<file path="config.mk">
export PLATFORM = sky130hd
export DESIGN_NAME = sram_req_adapter
export DESIGN_NICKNAME = d
export VERILOG_FILES = /design/src/rtl/sram_req_adapter.sv
export SDC_FILE = /design/constraint.sdc
export NUM_CORES = 1
export LEC_CHECK = 0
export ABC_AREA = 1
export CAP_MARGIN = 20
export CORE_UTILIZATION = 35
export DETAILED_ROUTE_END_ITERATION = 10
export PLACE_DENSITY_LB_ADDON = 0.1
export SLEW_MARGIN = 10
export SYNTH_ARGS = -nofsm -noshare
export SYNTH_HDL_FRONTEND = slang
export SYNTH_SLANG_ARGS = --single-unit
</file>
<file path="constraint.sdc">
create_clock -name clk -period 1.9 [get_ports clk]
set_input_delay 0.285 -clock clk [delete_from_list [all_inputs] [get_ports clk]]
set_output_delay 0.285 -clock clk [all_outputs]
set_load 0.02 [all_outputs]
</file>
<file path="src/rtl/sram_req_adapter.sv">
// Adapts a req/gnt + rvalid/rready data port onto a single-port synchronous SRAM.
// Requests take one pipeline stage, then land in a 2-entry response FIFO.
module sram_req_adapter #(
  parameter logic [31:0] BASE_ADDR  = 32'h0010_0000,
  parameter int unsigned ADDR_WIDTH = 14
) (
  input  logic                  clk,
  input  logic                  rst_n,
  input  logic                  data_req_i,
  output logic                  data_gnt_o,
  input  logic [31:0]           data_addr_i,
  input  logic                  data_we_i,
  input  logic [3:0]            data_be_i,
  input  logic [31:0]           data_wdata_i,
  output logic                  data_rvalid_o,
  input  logic                  data_rready_i,
  output logic [31:0]           data_rdata_o,
  output logic                  data_err_o,
  output logic                  CEN,
  output logic                  GWEN,
  output logic [3:0]            BEN,
  output logic [ADDR_WIDTH-1:0] A,
  output logic [31:0]           D,
  input  logic [31:0]           Q
);

  localparam logic [15:0] BASE_HI = BASE_ADDR[31:16];

  function automatic logic in_window(input logic [31:0] addr);
    return (addr[31:16] == BASE_HI);
  endfunction

  logic                  stage_vld_r;
  logic                  stage_rd_r;
  logic                  stage_err_r;
  logic [31:0]           fifo_data_r [2];
  logic [1:0]            fifo_err_r;
  logic                  wr_ptr_r;
  logic                  rd_ptr_r;
  logic [1:0]            count_r;
  logic [ADDR_WIDTH-1:0] a_hold_r;
  logic [31:0]           d_hold_r;

  logic       pop_s;
  logic       push_s;
  logic [1:0] credits_s;
  logic       gnt_s;
  logic       in_rng_s;
  logic       access_s;
  logic [31:0] push_data_s;
  logic       unused_addr_s;

  assign unused_addr_s = ^data_addr_i[1:0];

  // Gating with rst_n keeps grants and SRAM accesses off while reset is held.
  assign pop_s     = (count_r != 2'd0) && data_rready_i;
  assign push_s    = stage_vld_r;
  assign credits_s = count_r + {1'b0, stage_vld_r};
  assign gnt_s     = rst_n && data_req_i && ((credits_s < 2'd2) || pop_s);
  assign in_rng_s  = in_window(data_addr_i);
  assign access_s  = gnt_s && in_rng_s;
  assign push_data_s = stage_rd_r ? Q : 32'h0000_0000;

  assign data_gnt_o    = gnt_s;
  assign data_rvalid_o = (count_r != 2'd0);

  // Head-of-FIFO response, forced to zero when empty.
  always_comb begin
    data_rdata_o = 32'h0000_0000;
    data_err_o   = 1'b0;
    if (count_r != 2'd0) begin
      data_rdata_o = fifo_data_r[rd_ptr_r];
      data_err_o   = fifo_err_r[rd_ptr_r];
    end else begin
      data_rdata_o = 32'h0000_0000;
      data_err_o   = 1'b0;
    end
  end

  // SRAM pins follow the accepted request in the same cycle; A/D hold otherwise.
  always_comb begin
    CEN  = 1'b1;
    GWEN = 1'b1;
    BEN  = 4'hF;
    A    = a_hold_r;
    D    = d_hold_r;
    if (access_s) begin
      CEN  = 1'b0;
      GWEN = ~data_we_i;
      BEN  = data_we_i ? ~data_be_i : 4'h0;
      A    = data_addr_i[ADDR_WIDTH+1:2];
      D    = data_wdata_i;
    end else begin
      CEN  = 1'b1;
      GWEN = 1'b1;
      BEN  = 4'hF;
      A    = a_hold_r;
      D    = d_hold_r;
    end
  end

  // Last driven SRAM address/data, so idle cycles keep the bus quiet.
  always_ff @(posedge clk or negedge rst_n) begin
    if (!rst_n) begin
      a_hold_r <= '0;
      d_hold_r <= 32'h0000_0000;
    end else if (access_s) begin
      a_hold_r <= data_addr_i[ADDR_WIDTH+1:2];
      d_hold_r <= data_wdata_i;
    end
  end

  // In-flight stage: one cycle where the SRAM read data becomes valid on Q.
  always_ff @(posedge clk or negedge rst_n) begin
    if (!rst_n) begin
      stage_vld_r <= 1'b0;
      stage_rd_r  <= 1'b0;
      stage_err_r <= 1'b0;
    end else begin
      stage_vld_r <= gnt_s;
      stage_rd_r  <= gnt_s && in_rng_s && !data_we_i;
      stage_err_r <= gnt_s && !in_rng_s;
    end
  end

  // Response FIFO; credits on the grant side guarantee it never overflows.
  always_ff @(posedge clk or negedge rst_n) begin
    if (!rst_n) begin
      for (int i = 0; i < 2; i++) begin
        fifo_data_r[i] <= 32'h0000_0000;
      end
      fifo_err_r <= 2'b00;
      wr_ptr_r   <= 1'b0;
      rd_ptr_r   <= 1'b0;
      count_r    <= 2'd0;
    end else begin
      if (push_s) begin
        fifo_data_r[wr_ptr_r] <= push_data_s;
        fifo_err_r[wr_ptr_r]  <= stage_err_r;
        wr_ptr_r              <= ~wr_ptr_r;
      end
      if (pop_s) begin
        rd_ptr_r <= ~rd_ptr_r;
      end
      case ({push_s, pop_s})
        2'b10:   count_r <= count_r + 2'd1;
        2'b01:   count_r <= count_r - 2'd1;
        default: count_r <= count_r;
      endcase
    end
  end

endmodule

</file>
==> out/qor.yml, run 1 <==
status: "finished with violations"
violations: "negative setup slack"
finalWirelength_um: 17000
synthArstFlopShare_pct: 100
fin_crit_sh_pct: 117
setup_slack_ps: -332
synth.most_common_cell: "nand2_1"
synth-edff-count: 0
grt_pass1_wl_um: 26600
hpwl_um: 9900
synth.distinct_cells: 18
fin_nets: 989
coreArea_um2: 14100
fmax_mhz: 448
post-route-min-period_ps: 2230
drive_gt1_share_pct: 36.1
p_leak_nw: 4.37
place_area_um2: 7340
min_path_type: "in2async"
grt_setup_unrepaired: "yes"
netlist_instances: 616
cp_top_family: "buffers and inverters"
end_kind: "output pin"
required_ps: 1620
slew_violations: 0
fp.dieH_um: 123
cts_inserted_buffers: 17
areaGrowthSynthToFinish_pct: 75.7
clkSinkCount: 119
finalHoldViolations: 0
worstSetupStartpointType: "flip-flop"
holdBufCountCts: 0
grt_pass1_vias: 5255
cts_root_buf: "clkbuf_16"
synth_top_area_share_pct: 58.0
cts_htree_levels: 4
io_buffer_count: 189
grt_use_total_pct: 23.2
crit_path_frequent_cell: "nand2_4"
post_drt_wl_per_cell_um: 15.8
cp.buffers_inverters: 5
power_w: 0.00854
powerDensity_nw_per_um2: 946
crit_path_cell_trace: "nand2_1 -> nand2_2 -> nand3_2 -> nand2_4 -> nor2_8 -> buf_12 -> buf_8 -> buf_16 -> buf_6 -> nand2_4 -> nand2_4 -> buf_6"
worst_pin_slew_ps: 956
dieArea_um2: 15200
worst_ep_arrival_time_ps: 1950
yosys_register_bits: 119
worst-path-max-fanout: 4
die_w_um: 123
synth_area_leaders: "dfrtp_1 58%, nand2_1 20%, o21ai_0 10%"
critical_path_class: "reg2out"
ant_nets: 0
route.detailed.drc: 0
firstDrtPassIters: 5
clk_pin_slew_ps: 50
syn_area_per_cell_um2: 8.34
cts_buffer_depth: 2
insertedDiodeCount: 0
synth_commonest_cells: "268 x nand2_1, 119 x dfrtp_1, 107 x o21ai_0"
grt_max_degree: 75
drv_cap: 0
clk-insertion-delay-late_ps: 410
drtIter0Drc: 305
place.gp.congestion: 0.746
ir_drop_v: 0.000671
synth_warnings: 0
grt.overflow.total: 0
clock_skew_ps: 4.31
cp_slowest_stage_delay_ps: 390
start_util_pct: 36.4
finalInstanceArea_um2: 9030
synth_seq_area_share_pct: 58.0
viasPerCell: 4.78
syn_nets: 722
cts_tree: "done"
num_vias: 5138
slew_headroom_pct: 36.2
ios: 192
rows: 43
yosys.area.top_type: "dfrtp_1"
antenna_found_initial: 1
setup_violations: 87
crit_slowest_cell: "dfrtp_1"
synth_flop_cell: "dfrtp_1"
syn_area_um2: 5140
[through the flow]
stage / hold WS [ps] / setup slack, ps / setup TNS (ps) / std cells / util, %
2_1_floorplan: -10.6 / 234 / 0 / 616 / -
3_3_place_gp: 459 / -820 / -39340 / 976 / 52.1
3_5_place_dp: 466 / -809 / -40350 / 976 / 52.1
4_1_cts: 33.0 / -419 / -15170 / 1061 / 62.3
5_1_grt: 58.0 / -446 / -25510 / 1074 / 64.0
6_report: 31.6 / -332 / -17340 / 1074 / 64.0
[routing by layer]
metal | global-route usage, % | wire (µm)
met4 | 6.40 | 184
met5 | 0 | 0
met2 | 39.1 | 8630
met1 | 27.5 | 6740
met3 | 9.04 | 1430
[worst paths after layout]
check / to / start / cells after the start / slack (ps)
setup reg to reg: count_r[1] / count_r[0] / 11 / -50
setup / recovery: D[10] / count_r[0] / 12 / -330
min in group clk: d_hold_r[5] / data_wdata_i[5] / 3 / 450
hold reg to reg: fifo_data_r[36] / fifo_data_r[36] / 2 / 480
hold / removal: d_hold_r[29] / rst_n / 2 / 30
max in group asynchronous: fifo_data_r[53] / rst_n / 3 / 500
[report_power, final]
group	switching, W	internal (W)
clock	0.00108	0.00217
combinational	0.00124	0.00117
sequential	0.000133	0.00275
[cell usage in the layout, fill, tap and decap left out, drive strengths merged]
cell | netlist | routed
dlygate4sd2 | 0 | 16
nand2 | 269 | 269
clkdlybuf4s50 | 0 | 85
buf | 17 | 189
a21oi | 35 | 35
xnor2 | 1 | 1
nand3 | 2 | 2
o21ai | 117 | 117
ha | 1 | 1
dfrtp | 119 | 119
xor2 | 2 | 2
bufinv | 0 | 3
clkinv | 0 | 6
clkbuf | 26 | 22
inv | 12 | 12
nor2 | 15 | 15
[area by class of cell]
class	instances	area, µm²
Clock inverter	9	124
Multi-Input combinational cell	442	2250
Sequential cell	119	2980
Tap cell	180	225
Inverter	12	50.0
Clock buffer	21	480
Timing Repair Buffer	291	2920
Fill cell	1179	5070
[flip-flops by register name, summed over array words and instances, names as in the netlist]
signal and count:
stage_err_r 1, wr_ptr_r 1, d_hold_r 32, a_hold_r 14
push_s 1, fifo_data_r 64, rd_ptr_r 1, stage_rd_r 1
count_r 2, fifo_err_r 2
[worst reg2reg max path: cells and delay by family (launching register included)]
kind,cells,cell delay (ps)
adders and majority gates,1,300
DFF,1,410
buffers and inverters,5,590
and+or+nand+nor,2,200
xor gates and xnor gates,1,140
AOI/OAI and AO/OA,2,200
[cells by family after synthesis]
logic type	count (synthesis)	share of synthesized area (%)
AND/OR/NAND/NOR	286	21.3
XOR/XNOR	3	0.512
flip-flops	119	58.0
buffers and inverters	55	5.16
AO/OA/AOI/OAI	152	14.8
adder cells (fa/ha/maj)	1	0.244
[repair_timing]
item	in CTS	in global routing
cloned	10	1
endpoints found under the setup margin	87	88
endpoints found under the hold margin	0	0
buffers inserted	45	21
pin swaps	23	7
gates resized for setup	625	63
(Power assumes the default switching activity.)
==> inputs of run 2 (changes only) <==
--- a/config.mk
+++ b/config.mk
@@ -7,7 +7,7 @@
 export LEC_CHECK = 0
 export ABC_AREA = 1
 export CAP_MARGIN = 20
-export CORE_UTILIZATION = 35
+export CORE_UTILIZATION = 44
 export DETAILED_ROUTE_END_ITERATION = 10
 export PLACE_DENSITY_LB_ADDON = 0.1
 export SLEW_MARGIN = 10
==> out/qor.yml, run 2 (synthesis gave the netlist of run 1 again) <==
io_buffer_count: 189  # unchanged
ant_nets: 0  # unchanged
cts_tree: "done"
slew_headroom_pct: 42.6  # +6.3 points
violations: "negative setup slack"
drv_cap: 0  # unchanged
powerDensity_nw_per_um2: 943  # -0.32%
num_vias: 5311  # +3.4%
drtIter0Drc: 398  # +30%
hpwl_um: 9280  # -6.3%
areaGrowthSynthToFinish_pct: 72.5
dp.cells: 943  # -3.4%
setup_slack_ps: -346  # -14.7 ps
critical_path_class: "reg2out"
route.detailed.drc: 0  # unchanged
end_kind: "output pin"
rows: 39  # -9.3%
clk-insertion-delay-late_ps: 420  # about the same
worst_ep_arrival_time_ps: 1960  # about the same
ios: 192  # unchanged
largest_reg_flops: 64  # unchanged
r2r_end: "count_r[1]"
setup_violations: 82  # -5.7%
reg2reg_from: "count_r[1]"
required_ps: 1620  # about the same
status: "finished with violations"
power.internal_w: 0.00583  # -4.3%
final_cell_mix: "212 x nand2_1, 119 x dfrtp_1, 85 x clkdlybuf4s50_1"
die_w_um: 110  # -11%
grt_pass1_vias: 5254  # -0.019%
fin_nets: 963  # -2.6%
cts_root_buf: "clkbuf_16"
pwr-share-clk_pct: 40.0  # +1.9 points
place.gp.congestion: 0.758  # +1.6%
crit_start: "count_r[0]"
finish.utilization_pct: 77.6  # +14 points
stdcell_count: 1013  # -5.7%
clkSinkCount: 119  # unchanged
layout_commonest_cell: "nand2_1"
worstSetupStartpointType: "flip-flop"
slew_violations: 0  # unchanged
fp.dieH_um: 110  # -11%
place_ws_ps: -771  # +37.6 ps
clock_skew_ps: 14.4  # +10.1 ps
regMostFlops: "fifo_data_r"
r2r_cells: 10  # -1
grt_use_total_pct: 28.8  # +5.6 points
grt_pass1_wl_um: 25900  # -2.4%
fin_setup_tns_ps: -15210  # +2140 ps
grt_setup_unrepaired: "yes"
grt_max_degree: 67  # -11%
switching_power_w: 0.00253  # +3.1%
cts_inserted_buffers: 17  # unchanged
ir_drop_v: 0.000552  # -18%
worst_pin_slew_ps: 861  # -95.1 ps
min_path_type: "in2async"
dieArea_um2: 12100  # -20%
grt.overflow.total: 0  # unchanged
start_util_pct: 45.0  # +8.5 points
p_seq_share_pct: 34.4  # +0.7 points
switching_share_pct: 30.2  # +1.6 points
viasPerCell: 5.24  # +9.6%
fin_crit_sh_pct: 118  # +0.77 points
worst-path-max-fanout: 5  # +1
finalWirelength_um: 17700  # +4.0%
combPwrFrac_pct: 25.6  # -2.6 points
finalHoldViolations: 0  # unchanged
reg.largest.list: "fifo_data_r (64), d_hold_r (32), a_hold_r (14)"
insertedDiodeCount: 0  # unchanged
p_leak_nw: 4.30  # -1.5%
drive_gt1_share_pct: 33.2  # -2.9 points
post-route-min-period_ps: 2250  # +14.7 ps
post_drt_wl_per_cell_um: 17.4  # +10%
r2r_setup_slack_ps: 10  # +60 ps
fmax_mhz: 445  # -0.65%
coreArea_um2: 11400  # -19%
firstDrtPassIters: 5  # unchanged
cts_buffer_depth: 2  # unchanged
clk_pin_slew_ps: 60  # about the same
antenna_found_initial: 0  # -1
cts_htree_levels: 4  # unchanged
==> run 2: cell type report <==
type / count / area (µm²)
Multi-Input combinational cell: 442 / 2430
Timing Repair Buffer: 265 / 2610
Clock inverter: 14 / 174
Sequential cell: 119 / 2980
Fill cell: 756 / 2560
Tap cell: 143 / 179
Clock buffer: 18 / 439
Inverter: 12 / 47.5
==> run 2: worst max path at each step <==
| stage | end | slack (ps) | depth (start not counted) |
|---|---|---|---|
| after floorplan | count_r[1] | 230 | 7 |
| after global placement | D[31] | -760 | 10 |
| after detailed placement | D[31] | -770 | 10 |
| after CTS | D[3] | -280 | 11 |
| after global routing | A[0] | -410 | 9 |
| final | A[0] | -350 | 9 |
==> run 2: power by group through the flow <==
stage	Sequential, W	Clock, W	Combinational (W)
4_1_cts	0.00287	0.00334	0.00194
5_1_grt	0.00290	0.00349	0.00229
2_1_floorplan	0.00287	0	0.000859
3_5_place_dp	0.00291	0	0.00174
6_report	0.00288	0.00334	0.00214
3_3_place_gp	0.00289	0	0.00172
==> run 2: worst max-delay path: stages, from the launching register on <==
cell,delay (ps)
dfrtp_1,400
nand2_1,90
nand2_2,50
nand3_2,80
nand2_4,100
buf_12,160
buf_16,130
o21ai_1,290
nand2_4,90
buf_6,140
==> run 2: layer usage <==
metal	vias to the layer above	part of all wire, %	global-route usage (%)
met5	-	0	0
li1	2476	-	-
met4	0	1.9	12.1
met3	34	6.8	7.29
met2	233	54	50.2
met1	2568	37	33.9
==> run 2: what timing repair did <==
action	4_1_cts	5_1_grt
resized for setup	591	73
hold buffers	0	0
pin swaps	25	11
cloned	10	1
setup endpoints to repair	87	84
setup buffers	15	15
==> run 2: stage by stage <==
| stage | power [W] | hold WS (ps) | instance area (µm²) |
|---|---|---|---|
| 3_5_place_dp | 0.00464 | 468 | 7330 |
| 6_report | 0.00836 | 58.3 | 8860 |
| 3_3_place_gp | 0.00461 | 456 | 7330 |
| 2_1_floorplan | 0.00372 | -10.6 | 5140 |
| 5_1_grt | 0.00868 | 112 | 8860 |
| 4_1_cts | 0.00815 | 71.9 | 8570 |
==> variant 1: new RTL, config.mk and constraints of run 1 <==
The parameter `ADDR_WIDTH` goes from 14 to 13.
--- a/src/rtl/sram_req_adapter.sv
+++ b/src/rtl/sram_req_adapter.sv
@@ -2,7 +2,7 @@
 // Requests take one pipeline stage, then land in a 2-entry response FIFO.
 module sram_req_adapter #(
   parameter logic [31:0] BASE_ADDR  = 32'h0010_0000,
-  parameter int unsigned ADDR_WIDTH = 14
+  parameter int unsigned ADDR_WIDTH = 13
 ) (
   input  logic                  clk,
   input  logic                  rst_n,
Interface: changed (resized A); port bits go from 192 to 191. No check against the original RTL was run, so the function may have changed too.
==> variant 1 against run 1 <==
- register-to-register slack improved by 0.14 ns
- largest cell class unchanged
- area after synthesis fell by 1.2%
- sequential cell count fell by 1
- the flow still finishes with violations (negative setup slack)
- first-iteration DRC count fell by 13%
- final area fell by 1.5%
- worst setup slack improved by 0.087 ns
- wire length fell by 0.67%
- total power fell by 6.4%
==> variant 1: results (changes against run 1) <==
GRT
The global router's overall resource usage came to 22.9% (-0.37 points). The number of antenna violations at the first check in global routing came to 0 (-1). The met2 usage in global routing is 38.9% (-0.20 points). The met3 track utilization from global routing is 6.18% (-2.9 points).

The met1 routing resource usage after global routing is 27.6% (+0.050 points). The maximum number of pins on one net before global-route repair is 67 (-11%).

Detailed routing
The met3 routed wirelength is 1.13 mm (-21%). The detailed-route vias per instance is 4.89 (+2.2%). The number of DRC violations after detailed-routing iteration 0 was 264 (-13%). The wire length per cell after detailed routing is 16.1 µm (+1.5%). The wire length on met2 is 8.46 mm (-2.1%). The detailed-routing iteration count for the pre-antenna-repair pass is 4 (-1).

Cells and area
The filler cell count in the final layout is 1,152 (-2.3%). In the final layout, the registers with the most flip-flops are fifo_data_r x64, d_hold_r x32, a_hold_r x13. The layout cell share with drive strength beyond 1 was 35.2% (-0.88 points).

Worst setup path
The launch point of the critical path is count_r[1]. The terminus of the critical flop-to-flop path is d_hold_r[28]. The data arrival time at the worst-slack endpoint is 1.86 ns (-0.09 ns).

The depth of the most critical reg-to-reg path is 14 (+3). The minimum setup slack among reg-to-reg paths came to 0.09 ns (+0.14 ns).

Clock tree
The post-CTS setup repair buffer count came to 24 (-47%). The quantity of gates resized following cts is 547 (-12%).

STA
The aggregate negative setup slack was -10.43 ns (+6.91 ns). The final setup violation count is 52 (-40%). The final worst-path setup slack is -0.245 ns (+0.0866 ns).

Power and ir drop
The leakage power is 4.35 nW (-0.32%). The worst-case vdd ir drop is 559 µV (-17%).

Yosys
The number of distinct library cells after synthesis is 19 (+1). The post-synth net total came to 717 (-0.69%). The sequential element share of the synthesized area is 58.2% (+0.22 points). By area the synthesized netlist is led by dfrtp_1, nand2_1, o21ai_0.

Place
The final weighted congestion of routability-driven global placement is 0.746 (about the same). The total placed instance area was 0.00735 mm² (about the same).

Status
The run finished, with violations left. The checks that failed: negative setup slack.
[variant 1: through the flow]
step           hold slack [ns]  cells  setup slack (ns)
6_report                 0.115   1051            -0.245
5_1_grt                  0.185   1051            -0.339
4_1_cts                  0.152   1034            -0.252
3_5_place_dp             0.473    971            -0.725
3_3_place_gp             0.466    971            -0.708
2_1_floorplan          -0.0106    611             0.230
[variant 1: power groups by stage]
stage / clock network, mW / logic, mW / registers [mW]
6_report: 3.05 / 2.10 / 2.85
5_1_grt: 3.25 / 2.28 / 2.88
4_1_cts: 3.12 / 2.08 / 2.85
3_5_place_dp: 0 / 1.98 / 2.88
3_3_place_gp: 0 / 1.96 / 2.87
2_1_floorplan: 0 / 0.869 / 2.84
[variant 1: cells by family after synthesis]
family	synth area share, %
simple gates	21.4
compound gates	14.9
flops	58.2
buf+inv	4.76
xor+xnor	0.518
fa+ha+maj	0.247
[variant 1: how the worst min path moves through the flow]
stage / start / to / slack [ns] / depth (start not counted)
floorplan: rst_n / a_hold_r[0] / -0.01 / 0
global placement: fifo_data_r[30] / fifo_data_r[30] / 0.47 / 2
detailed placement: fifo_err_r[1] / fifo_err_r[1] / 0.47 / 2
CTS: rst_n / fifo_data_r[18] / 0.15 / 2
global route: rst_n / fifo_data_r[48] / 0.19 / 2
finish: rst_n / fifo_data_r[15] / 0.11 / 2
[variant 1: layout make-up]
class	count	area share, %
inverters	12	0.563
flip-flops and latches	118	33.2
clock inverters	11	1.21
repair buffers	271	31.0
multi-input cells	439	26.4
clock buffers	20	5.14
well taps	180	2.53
[variant 1: critical path, stage by stage (launching register included)]
cell	delay, ns
dfrtp_1	0.42
inv_2	0.08
nand2_2	0.05
nand3_2	0.08
nand2_4	0.08
nor2_4	0.18
buf_12	0.16
clkbuf_16	0.16
nand2_2	0.05
nand2_2	0.08
buf_6	0.12
==> variant 2: new RTL, settings of run 1 <==
Without the edit above. Make the reset (`rst_n`) synchronous in 3 clocked blocks.
--- a/src/rtl/sram_req_adapter.sv
+++ b/src/rtl/sram_req_adapter.sv
@@ -100,7 +100,7 @@
   end
 
   // Last driven SRAM address/data, so idle cycles keep the bus quiet.
-  always_ff @(posedge clk or negedge rst_n) begin
+  always_ff @(posedge clk) begin
     if (!rst_n) begin
       a_hold_r <= '0;
       d_hold_r <= 32'h0000_0000;
@@ -111,7 +111,7 @@
   end
 
   // In-flight stage: one cycle where the SRAM read data becomes valid on Q.
-  always_ff @(posedge clk or negedge rst_n) begin
+  always_ff @(posedge clk) begin
     if (!rst_n) begin
       stage_vld_r <= 1'b0;
       stage_rd_r  <= 1'b0;
@@ -124,7 +124,7 @@
   end
 
   // Response FIFO; credits on the grant side guarantee it never overflows.
-  always_ff @(posedge clk or negedge rst_n) begin
+  always_ff @(posedge clk) begin
     if (!rst_n) begin
       for (int i = 0; i < 2; i++) begin
         fifo_data_r[i] <= 32'h0000_0000;
Formal check against the unedited RTL: differs if rst_n is asserted again (counterexample within 4 cycles, from zero or initial values and one cycle with rst_n low); with rst_n held inactive, the same outputs for 10 cycles.
==> variant 2 against run 1 <==
- the flow still finishes with violations (negative setup slack)
- count of clock-buffer cells in the layout is 4 lower
- critical path type unchanged
- total power shrank 0.70%
- area after synthesis grew 11%
- sequential cell count up 1
- wire length rose by 1.6%
- largest power group unchanged
- final cell count increased by 19%
- critical path depth is the same
- sequential share of layout area decreased by 2.6 points
- worst setup slack better by 0.10 ns
- hold slack improved by 0.43 ns
- highest routed layer unchanged
- final area rose by 11%
==> variant 2: results (changes against run 1) <==
STA
The worst clock skew is 0.0113 ns (+0.00694 ns). The aggregate negative setup slack is -7.92 ns (+9.42 ns). The transition at the pin with the smallest max-transition slack is 0.312 ns (-0.645 ns). The final setup violation count is 56 (-36%).

The worst hold margin is 0.465 ns (+0.433 ns). The final worst-path setup slack is -0.230 ns (+0.102 ns).

Cells and area
The post-layout instance count excluding filler cells was 1,283 (+19%). The largest registers in the layout are fifo_data_r x64, d_hold_r x32, a_hold_r x14. The layout cell share with drive strength beyond 1 is 34.3% (-1.8 points). The filler cell count in the final layout is 1,399 (+19%).

The area used by sequential logic in the layout is 0.00305 mm² (+2.3%).

Detailed routing
The total wire length is 17.2 mm (+1.6%). The uppermost signal routing layer after detailed routing is met4. The post-route met1 wirelength is 6.75 mm (+0.16%). The met3 routed wirelength is 1.13 mm (-21%). The number of DRC violations after detailed-routing iteration 0 is 189 (-38%). The number of vias in the routed layout is 5,666 (+10%). The wire length on met2 came to 9.12 mm (+5.7%). The detailed-routing iteration count for the pre-antenna-repair pass is 4 (-1).

Yosys
The share of async-settable or async-resettable flops after synthesis is 0% (-100 points). The number of distinct library cells after synthesis is 22 (+4). Ranked by total cell area, the synthesized netlist is headed by edfxtp_1, dfxtp_1, inv_1. In the synthesized netlist, the cells that appear most often are inv_1, nand2_1, nor2_1. The post-synth net total is 865 (+20%). The mean post-synth cell area came to 7.55 µm² (-9.5%). The number of flops mapped to enable cells by yosys is 64 (+64). The sequential element share of the synthesized area is 53.1% (-4.8 points).

Min path
The classification of the worst-slack hold path is reg2reg. The startpoint of the worst hold path is wr_ptr_r.

Clock tree
The master cell of the clock root buffer is clkbuf_16. The TritonCTS buffer count is 17 (unchanged). The clock reaches the later pin of the worst-skew pair after roughly 0.42 ns. The clock-pin transition on the worst setup and hold timing paths is roughly 0.06 ns.

The number of H-tree branching levels is 4 (unchanged). The maximum root-to-sink buffer count is 2 (unchanged).

GRT
The global router's overall resource usage is 19.8% (-3.4 points). The maximum number of pins on one net before global-route repair came to 65 (-13%). The wire length of the first global-routing pass came to 25.4 mm (-4.3%). The number of antenna violations at the first check in global routing is 0 (-1). The number of global-route vias before repair was 5,332 (+1.5%).

Worst setup path
The maximum net fanout on the critical path is 7 (+3). For this design, the slowest cell found on the critical path is dfxtp_2. The worst register-to-register path begins at count_r[0]. The data arrival time at the worst-slack endpoint is 1.84 ns (-0.11 ns). The critical path's largest stage delay came to 0.33 ns (-0.06 ns). The element type at the critical path start is a flip-flop. The minimum setup slack among reg-to-reg paths came to -0.15 ns (-0.10 ns).

Place
The final weighted congestion of routability-driven global placement was 0.714 (-4.2%). The worst setup slack after placement was -0.713 ns (+0.0953 ns). The HPWL after detailed placement is 9.30 mm (-6.0%). The total placed instance area was 0.00823 mm² (+12%).

The number of cells after detailed placement is 1,176 (+20%).

Power and ir drop
The worst-case vdd ir drop came to 726 µV (+8.2%). The leakage power was 4.64 nW (+6.2%).

Status
The checks that failed: negative setup slack. The run finished, with violations left.
[variant 2: cell count changes in the layout (fill, tap and decap cells not counted), sizes merged, moves of 57 or more]
cell           run 1  this run
nor2              15        72
o21ai            117        55
dfrtp            119         0
nand2            269       173
edfxtp             0        64
inv               12       189
nor3               0        64
[variant 2: worst max-delay path: cells and delay by family, from the launching register on]
family                 cells  cell delay, ns
buffers and inverters      5            0.55
flip-flops                 1            0.33
AND/OR/NAND/NOR            7            0.56
[variant 2: repair_timing]
action / in CTS / in global routing
pin swaps: 24 / 12
setup buffers: 54 / 21
gates cloned: 5 / 4
resized for setup: 433 / 227
setup endpoints to repair: 87 / 92
[variant 2: final timing paths]
check                  to  depth (start not counted)
max                  D[7]                         12
min              wr_ptr_r                          2
max reg2reg  d_hold_r[15]                         17
min reg2reg      wr_ptr_r                          2
[variant 2: cells by family (layout without fill, tap and decap cells)]
group	after synthesis	in the layout	share of synthesized area, %
simple gates	314	314	22.3
buf+inv	228	536	15.9
flops	120	120	53.1
compound gates	95	95	8.32
fa+ha+maj	1	1	0.218
xor+xnor	1	1	0.153
[variant 2: area by class of cell]
type | instances | area share [%]
multi-input cells | 411 | 21.9
clock buffers | 17 | 4.25
well taps | 216 | 2.70
repair buffers | 318 | 32.1
flip-flops and latches | 120 | 30.4
inverters | 186 | 6.99
clock inverters | 15 | 1.74
[variant 2: routing by layer]
layer	vias to the layer above	track usage [%]
li1	2913	-
met1	2586	21.0
met2	148	36.6
met3	19	6.23
met4	0	7.66
met5	-	0
[variant 2: power by group]
| group | switching (mW) | internal (mW) | total, mW |
|---|---|---|---|
| registers | 0.0475 | 2.83 | 2.88 |
| logic | 1.19 | 1.14 | 2.33 |
| clock network | 1.21 | 2.06 | 3.27 |
| total | 2.45 | 6.03 | 8.48 |
